`config.mk`:
```
export PLATFORM = sky130hd
export DESIGN_NAME = alu_issue_stage
export DESIGN_NICKNAME = d
export VERILOG_FILES = /design/src/rtl/alu_issue_stage.sv
export SDC_FILE = /design/constraint.sdc
export NUM_CORES = 1
export LEC_CHECK = 0
export ABC_AREA = 1
export BUFFER_PORTS_ARGS = -buffer_cell sky130_fd_sc_hd__buf_2
export CAP_MARGIN = 20
export CORE_MARGIN = 10
export CORE_UTILIZATION = 41
export CTS_BUF_LIST = sky130_fd_sc_hd__clkbuf_4
export DETAILED_ROUTE_END_ITERATION = 7
export HOLD_SLACK_MARGIN = 0.12
export PLACE_DENSITY = 0.85
export SYNTH_ARGS = -nofsm -noshare
export SYNTH_HDL_FRONTEND = slang
export SYNTH_SLANG_ARGS = --single-unit
```
`constraint.sdc`:
```
create_clock -name i_clk -period 2.2 [get_ports i_clk]
set_clock_uncertainty 0.05 [all_clocks]
set_input_delay 0.22 -clock i_clk [delete_from_list [all_inputs] [get_ports i_clk]]
set_output_delay 0.22 -clock i_clk [all_outputs]
set_load 0.01 [all_outputs]
```
`src/rtl/alu_issue_stage.sv`:
```
`default_nettype none
// +----------------------------------------------------------------------------+
// | Module      : alu_issue_stage                                              |
// | Description : RV32I decode/issue stage for the R32 ALU. Decodes OP, OP-IMM |
// |               and LUI into a 4-bit ALU opcode, selects register or         |
// |               immediate operands and presents them from one registered     |
// |               slot with valid/ready backpressure.                          |
// |               Optional feature macro: R32_ISSUE_BYPASS_EN (writeback       |
// |               bypass at accept and refresh of a held slot).                |
// | Revision    : 1.0 - initial release                                        |
// +----------------------------------------------------------------------------+
module alu_issue_stage #(
  parameter int XLEN = 32
) (
  input  logic            i_clk,
  input  logic            i_rst_n,
  input  logic            i_valid,
  output logic            o_ready,
  input  logic [31:0]     i_instr,
  output logic [4:0]      o_rs1_addr,
  output logic [4:0]      o_rs2_addr,
  input  logic [XLEN-1:0] i_rs1_data,
  input  logic [XLEN-1:0] i_rs2_data,
  input  logic            i_wb_valid,
  input  logic [4:0]      i_wb_rd,
  input  logic [XLEN-1:0] i_wb_data,
  output logic            o_valid,
  input  logic            i_ready,
  output logic [XLEN-1:0] o_operand_a,
  output logic [XLEN-1:0] o_operand_b,
  output logic [3:0]      o_opcode,
  output logic [4:0]      o_rd,
  output logic            o_illegal
);

  localparam logic [6:0] c_opc_op     = 7'b0110011;
  localparam logic [6:0] c_opc_op_imm = 7'b0010011;
  localparam logic [6:0] c_opc_lui    = 7'b0110111;
  localparam logic [6:0] c_f7_zero    = 7'b0000000;
  localparam logic [6:0] c_f7_alt     = 7'b0100000;

  localparam logic [3:0] c_alu_add  = 4'd0;
  localparam logic [3:0] c_alu_sub  = 4'd1;
  localparam logic [3:0] c_alu_xor  = 4'd2;
  localparam logic [3:0] c_alu_or   = 4'd3;
  localparam logic [3:0] c_alu_and  = 4'd4;
  localparam logic [3:0] c_alu_sll  = 4'd5;
  localparam logic [3:0] c_alu_srl  = 4'd6;
  localparam logic [3:0] c_alu_sra  = 4'd7;
  localparam logic [3:0] c_alu_slt  = 4'd8;
  localparam logic [3:0] c_alu_sltu = 4'd9;

  // Instruction fields
  logic [6:0] instr_opc;
  logic [2:0] instr_f3;
  logic [6:0] instr_f7;
  logic [4:0] instr_rs1;
  logic [4:0] instr_rs2;
  logic [4:0] instr_rd;

  assign instr_opc  = i_instr[6:0];
  assign instr_f3   = i_instr[14:12];
  assign instr_f7   = i_instr[31:25];
  assign instr_rs1  = i_instr[19:15];
  assign instr_rs2  = i_instr[24:20];
  assign instr_rd   = i_instr[11:7];

  assign o_rs1_addr = instr_rs1;
  assign o_rs2_addr = instr_rs2;

  // Slot state
  logic            valid_q,   valid_d;
  logic            illegal_q, illegal_d;
  logic [XLEN-1:0] op_a_q,    op_a_d;
  logic [XLEN-1:0] op_b_q,    op_b_d;
  logic [3:0]      opcode_q,  opcode_d;
  logic [4:0]      rd_q,      rd_d;

  logic accept;
  assign o_ready = !valid_q || i_ready;
  assign accept  = i_valid && o_ready;

  // Shared funct3 map for OP and OP-IMM; SUB/SRA are refined by funct7 in the decoder
  logic [3:0] base_opcode;
  always_comb begin
    base_opcode = c_alu_add;
    case (instr_f3)
      3'b000:  base_opcode = c_alu_add;
      3'b001:  base_opcode = c_alu_sll;
      3'b010:  base_opcode = c_alu_slt;
      3'b011:  base_opcode = c_alu_sltu;
      3'b100:  base_opcode = c_alu_xor;
      3'b101:  base_opcode = c_alu_srl;
      3'b110:  base_opcode = c_alu_or;
      default: base_opcode = c_alu_and;
    endcase
  end

  // Decode legality, ALU opcode and operand sources
  logic       dec_legal;
  logic [3:0] dec_opcode;
  logic       dec_a_reg;
  logic       dec_b_reg;
  logic       dec_lui;
  always_comb begin
    dec_legal  = 1'b0;
    dec_opcode = c_alu_add;
    dec_a_reg  = 1'b0;
    dec_b_reg  = 1'b0;
    dec_lui    = 1'b0;
    case (instr_opc)
      c_opc_op: begin
        dec_a_reg = 1'b1;
        dec_b_reg = 1'b1;
        if (instr_f7 == c_f7_zero) begin
          dec_legal  = 1'b1;
          dec_opcode = base_opcode;
        end else if (instr_f7 == c_f7_alt && instr_f3 == 3'b000) begin
          dec_legal  = 1'b1;
          dec_opcode = c_alu_sub;
        end else if (instr_f7 == c_f7_alt && instr_f3 == 3'b101) begin
          dec_legal  = 1'b1;
          dec_opcode = c_alu_sra;
        end
      end
      c_opc_op_imm: begin
        dec_a_reg = 1'b1;
        if (instr_f3 == 3'b001) begin
          dec_legal  = (instr_f7 == c_f7_zero);
          dec_opcode = c_alu_sll;
        end else if (instr_f3 == 3'b101) begin
          dec_legal  = (instr_f7 == c_f7_zero) || (instr_f7 == c_f7_alt);
          dec_opcode = (instr_f7 == c_f7_alt) ? c_alu_sra : c_alu_srl;
        end else begin
          dec_legal  = 1'b1;
          dec_opcode = base_opcode;
        end
      end
      c_opc_lui: begin
        dec_legal  = 1'b1;
        dec_opcode = c_alu_add;
        dec_lui    = 1'b1;
      end
      default: dec_legal = 1'b0;
    endcase
  end

`ifdef R32_ISSUE_BYPASS_EN
  logic wb_fire;
  logic hold;
  assign wb_fire = i_wb_valid && (i_wb_rd != 5'd0);
  assign hold    = valid_q && !i_ready;
`else
  logic unused_wb;
  assign unused_wb = ^{i_wb_valid, i_wb_rd, i_wb_data, dec_a_reg};
`endif

  // Register operands: x0 reads as zero; a matching writeback overrides the file when bypassing
  logic [XLEN-1:0] rs1_val;
  logic [XLEN-1:0] rs2_val;
  always_comb begin
    rs1_val = (instr_rs1 == 5'd0) ? '0 : i_rs1_data;
    rs2_val = (instr_rs2 == 5'd0) ? '0 : i_rs2_data;
`ifdef R32_ISSUE_BYPASS_EN
    if (wb_fire && i_wb_rd == instr_rs1) rs1_val = i_wb_data;
    if (wb_fire && i_wb_rd == instr_rs2) rs2_val = i_wb_data;
`endif
  end

  // Final operand selection: LUI forces A to zero; B is register, I-immediate or U-immediate
  logic [XLEN-1:0] imm_i;
  logic [XLEN-1:0] imm_u;
  logic [XLEN-1:0] dec_a;
  logic [XLEN-1:0] dec_b;
  assign imm_i = XLEN'($signed(i_instr[31:20]));
  assign imm_u = XLEN'({i_instr[31:12], 12'h000});
  always_comb begin
    dec_a = dec_lui ? '0 : rs1_val;
    if (dec_b_reg)    dec_b = rs2_val;
    else if (dec_lui) dec_b = imm_u;
    else              dec_b = imm_i;
  end

`ifdef R32_ISSUE_BYPASS_EN
  // Source tags kept with the held op so a later writeback can refresh its operands
  logic [4:0] rs1_q,   rs1_d;
  logic [4:0] rs2_q,   rs2_d;
  logic       a_reg_q, a_reg_d;
  logic       b_reg_q, b_reg_d;
`endif

  // Slot next state: drain on out-transfer, load on legal accept, refresh while holding
  always_comb begin
    valid_d   = valid_q;
    illegal_d = accept && !dec_legal;
    op_a_d    = op_a_q;
    op_b_d    = op_b_q;
    opcode_d  = opcode_q;
    rd_d      = rd_q;
`ifdef R32_ISSUE_BYPASS_EN
    rs1_d     = rs1_q;
    rs2_d     = rs2_q;
    a_reg_d   = a_reg_q;
    b_reg_d   = b_reg_q;
`endif
    if (valid_q && i_ready) valid_d = 1'b0;
    if (accept && dec_legal) begin
      valid_d  = 1'b1;
      op_a_d   = dec_a;
      op_b_d   = dec_b;
      opcode_d = dec_opcode;
      rd_d     = instr_rd;
`ifdef R32_ISSUE_BYPASS_EN
      rs1_d    = instr_rs1;
      rs2_d    = instr_rs2;
      a_reg_d  = dec_a_reg;
      b_reg_d  = dec_b_reg;
    end else if (hold && wb_fire) begin
      if (a_reg_q && rs1_q == i_wb_rd) op_a_d = i_wb_data;
      if (b_reg_q && rs2_q == i_wb_rd) op_b_d = i_wb_data;
`endif
    end
  end

  // Slot registers; reset discards any held op
  always_ff @(posedge i_clk or negedge i_rst_n) begin
    if (!i_rst_n) begin
      valid_q   <= 1'b0;
      illegal_q <= 1'b0;
      op_a_q    <= '0;
      op_b_q    <= '0;
      opcode_q  <= 4'd0;
      rd_q      <= 5'd0;
    end else begin
      valid_q   <= valid_d;
      illegal_q <= illegal_d;
      op_a_q    <= op_a_d;
      op_b_q    <= op_b_d;
      opcode_q  <= opcode_d;
      rd_q      <= rd_d;
    end
  end

`ifdef R32_ISSUE_BYPASS_EN
  // Source tag registers for held-op refresh
  always_ff @(posedge i_clk or negedge i_rst_n) begin
    if (!i_rst_n) begin
      rs1_q   <= 5'd0;
      rs2_q   <= 5'd0;
      a_reg_q <= 1'b0;
      b_reg_q <= 1'b0;
    end else begin
      rs1_q   <= rs1_d;
      rs2_q   <= rs2_d;
      a_reg_q <= a_reg_d;
      b_reg_q <= b_reg_d;
    end
  end
`endif

  assign o_valid     = valid_q;
  assign o_illegal   = illegal_q;
  assign o_operand_a = op_a_q;
  assign o_operand_b = op_b_q;
  assign o_opcode    = opcode_q;
  assign o_rd        = rd_q;

endmodule
`default_nettype wire

```
==> impl_metrics.py <==
metrics = {
    "run_status": {
        "status": "finished, final reports clean",
    },
    "sta": {
        "fin_crit_ns": 1.982,
        "hold_viol": 0,
        "fmax_mhz": 504.4,
        "setup_viol_count_final": 0,
        "timing.final.ws_setup_ns": 0.2176,
        "fin_crit_sh_pct": 90.11,
        "rsz0062_at_grt": "false",
        "worst_slew_margin_rel_pct": 68.72,
        "setup_tns_ns": 0,
        "max_slew.worst_pin.slew_ns": 0.4692,
        "slew_violations": 0,
    },
    "final_layout": {
        "regArea_um2": 1877,
        "layout-drive-gt1-share_pct": 27.74,
        "final_common_cell": "buf_2",
        "layout.nets": 926,
        "fillers": 906,
        "multi_input_area_um2": 1733,
        "mostFrequentLayoutCells": "184 x buf_2, 181 x nand2_1, 120 x nand3_1",
        "area_delta_synth_final_pct": 40.00,
    },
    "global_route": {
        "grt_max_degree": 45,
        "grt_pass1_vias": 4540,
        "grt-ovfl-total": 0,
        "track_usage_pct": 20.02,
        "grt_first_pass_wirelength_um": 23500,
        "antenna_found_initial": 3,
    },
    "drt": {
        "drt-vias-per-instance": 4.906,
        "dr.pass1.iters": 5,
        "ant_nets": 0,
        "vias": 4558,
        "wirelength_um": 14790,
        "avgRoutedWirePerCell_um": 15.92,
        "drt_iter0_markers": 455,
        "drc": 0,
    },
    "critical_path": {
        "critical_path_class": "in -> reg",
        "worstSetupStartpointType": "input pin",
        "required_ns": 2.50,
        "worst-path-max-fanout": 34,
        "arrival_ns": 2.29,
        "critPathCaptureType": "register",
    },
    "die": {
        "num_rows": 36,
        "coreArea_um2": 9774,
        "ios": 224,
        "die_w_um": 120.2,
        "die_h_um": 120.2,
        "dieArea_um2": 14450,
        "start_util_pct": 42.11,
    },
    "synthesis": {
        "synth_cell_types": 22,
        "synth_seq_cells": 75,
        "syn_nets": 705,
        "async_flop_share_pct": 100.0,
        "netlist_area_um2": 4116,
        "yosysWarnings": 0,
        "synth_edf_count": 0,
        "avgSynthCellArea_um2": 7.260,
        "ys.flop_type": "dfrtp_1",
        "synthCells": 567,
        "seq_area_frac_synth_pct": 45.59,
    },
    "job": {
        "drv_cap": 0,
    },
    "power_and_ir_drop": {
        "peakVddDrop_v": 0.0002548,
        "leakage_nw": 3.416,
        "p_per_area_nw_per_um2": 571.1,
        "power_w": 0.003291,
        "switching_share_pct": 31.55,
        "clock_power_share_pct": 24.6,
        "seqPwrFrac_pct": 49.9,
        "intPower_w": 0.002253,
        "p_switching_w": 0.001039,
        "combPwrFrac_pct": 25.5,
    },
    "placement": {
        "hpwl_um": 10080,
        "io_buffers": 185,
        "gp_congestion": 0.9003,
        "dp_slack_ns": 0.2378,
    },
    "clocking": {
        "cts-hold-fix-buffers": 58,
        "clk_path_buf_depth": 2,
        "cts_setup_buffers": 0,
        "cts.htree.levels": 3,
        "clk_pin_slew_worst_paths_ns": 0.11,
        "cts-root-buf": "clkbuf_4",
        "cts_tree": "done",
        "clkLatencyLatePin_ns": 0.41,
        "cts.sinks": 75,
        "cts_resized": 0,
        "cts_made_buffers": 9,
    },
    "worst_hold_path": {
        "min_path_type": "in -> reg",
    },
}
[stage by stage]
stage	utilization, %	hold WS, ns	area [um^2]	instances
CTS	58.88	0.1217	5756	926
finish	58.96	0.1494	5763	929
detailed placement	51.65	0.1450	5049	852
floorplan	-	-0.1256	4116	567
global placement	51.65	0.1444	5049	852
global route	58.96	0.1560	5763	929
[power by group through the flow]
| stage | Clock, W | Combinational [W] | Sequential [W] |
|---|---|---|---|
| CTS | 0.000832 | 0.000840 | 0.00164 |
| finish | 0.000809 | 0.000840 | 0.00164 |
| detailed placement | 0 | 0.000760 | 0.00167 |
| global route | 0.000893 | 0.000930 | 0.00166 |
| floorplan | 0 | 0.000261 | 0.00176 |
| global placement | 0 | 0.000745 | 0.00166 |
[layer usage]
layer | part of all wire (%) | vias up | track usage (%)
met5 | 0 | - | 0
met4 | 3.3 | 0 | 10.11
met3 | 9.0 | 42 | 5.817
met2 | 48 | 236 | 32.36
met1 | 40 | 2055 | 23.88
li1 | - | 2225 | -
[worst paths after layout]
path / start / end / slack [ns] / depth (start not counted)
worst max-delay path: i_instr[31] / o_operand_a[21] / 0.22 / 12
worst min-delay path: i_rs2_data[17] / o_operand_b[17] / 0.15 / 5
worst max register to register: o_valid / o_opcode[3] / 0.79 / 6
worst min register to register: o_operand_b[24] / o_operand_b[24] / 0.43 / 2
max in group asynchronous: i_rst_n / o_operand_a[29] / 1.28 / 3
min in group asynchronous: i_rst_n / o_operand_a[25] / 0.25 / 2
[synthesized netlist by cell type, types with 6 or more instances]
library cell / number / area share (%)
inv_1: 56 / 5.1
dfrtp_1: 75 / 46
nor2_1: 49 / 4.5
clkbuf_1: 15 / 1.4
buf_2: 6 / 0.73
buf_6: 7 / 1.9
nand2_1: 182 / 17
nand3_1: 120 / 15
o211ai_1: 15 / 2.7
buf_4: 18 / 3.3
o21ai_0: 13 / 1.6
[logic make-up (layout without fill, tap and decap cells)]
kind of cell	Yosys count	count (layout)	synth area share, %
other	0	3	0
and+or+nand+nor	357	357	36.90
DFF	75	75	45.59
buffers and inverters	104	330	12.58
AOI/OAI and AO/OA	31	31	4.924
[flip-flops by register name, indices dropped and copies added, names as in the netlist]
| name | count |
|---|---|
| o_operand_a | 32 |
| o_operand_b | 32 |
| o_rd | 5 |
| o_opcode | 4 |
| o_illegal | 1 |
| o_valid | 1 |
[worst max-delay path, cell delays in order]
cell and delay, ns:
dlygate4sd3_1 0.53, buf_2 0.14, nor2_1 0.12, nand2_1 0.06, nor2_1 0.24, nand3_1 0.12
nand2_1 0.09, inv_2 0.04, nand3_2 0.12, buf_4 0.36, nand3_1 0.13, nand2_1 0.09
[final cells by class]
class | instances | area share, %
Sequential cell | 75 | 32.57
Multi-Input combinational cell | 388 | 30.07
Timing Repair Buffer | 257 | 28.44
Inverter | 57 | 3.713
Tap cell | 133 | 2.888
Clock buffer | 9 | 1.172
Clock inverter | 7 | 1.020
Antenna cell | 3 | 0.1303
Power figures use the tool's default switching activity.
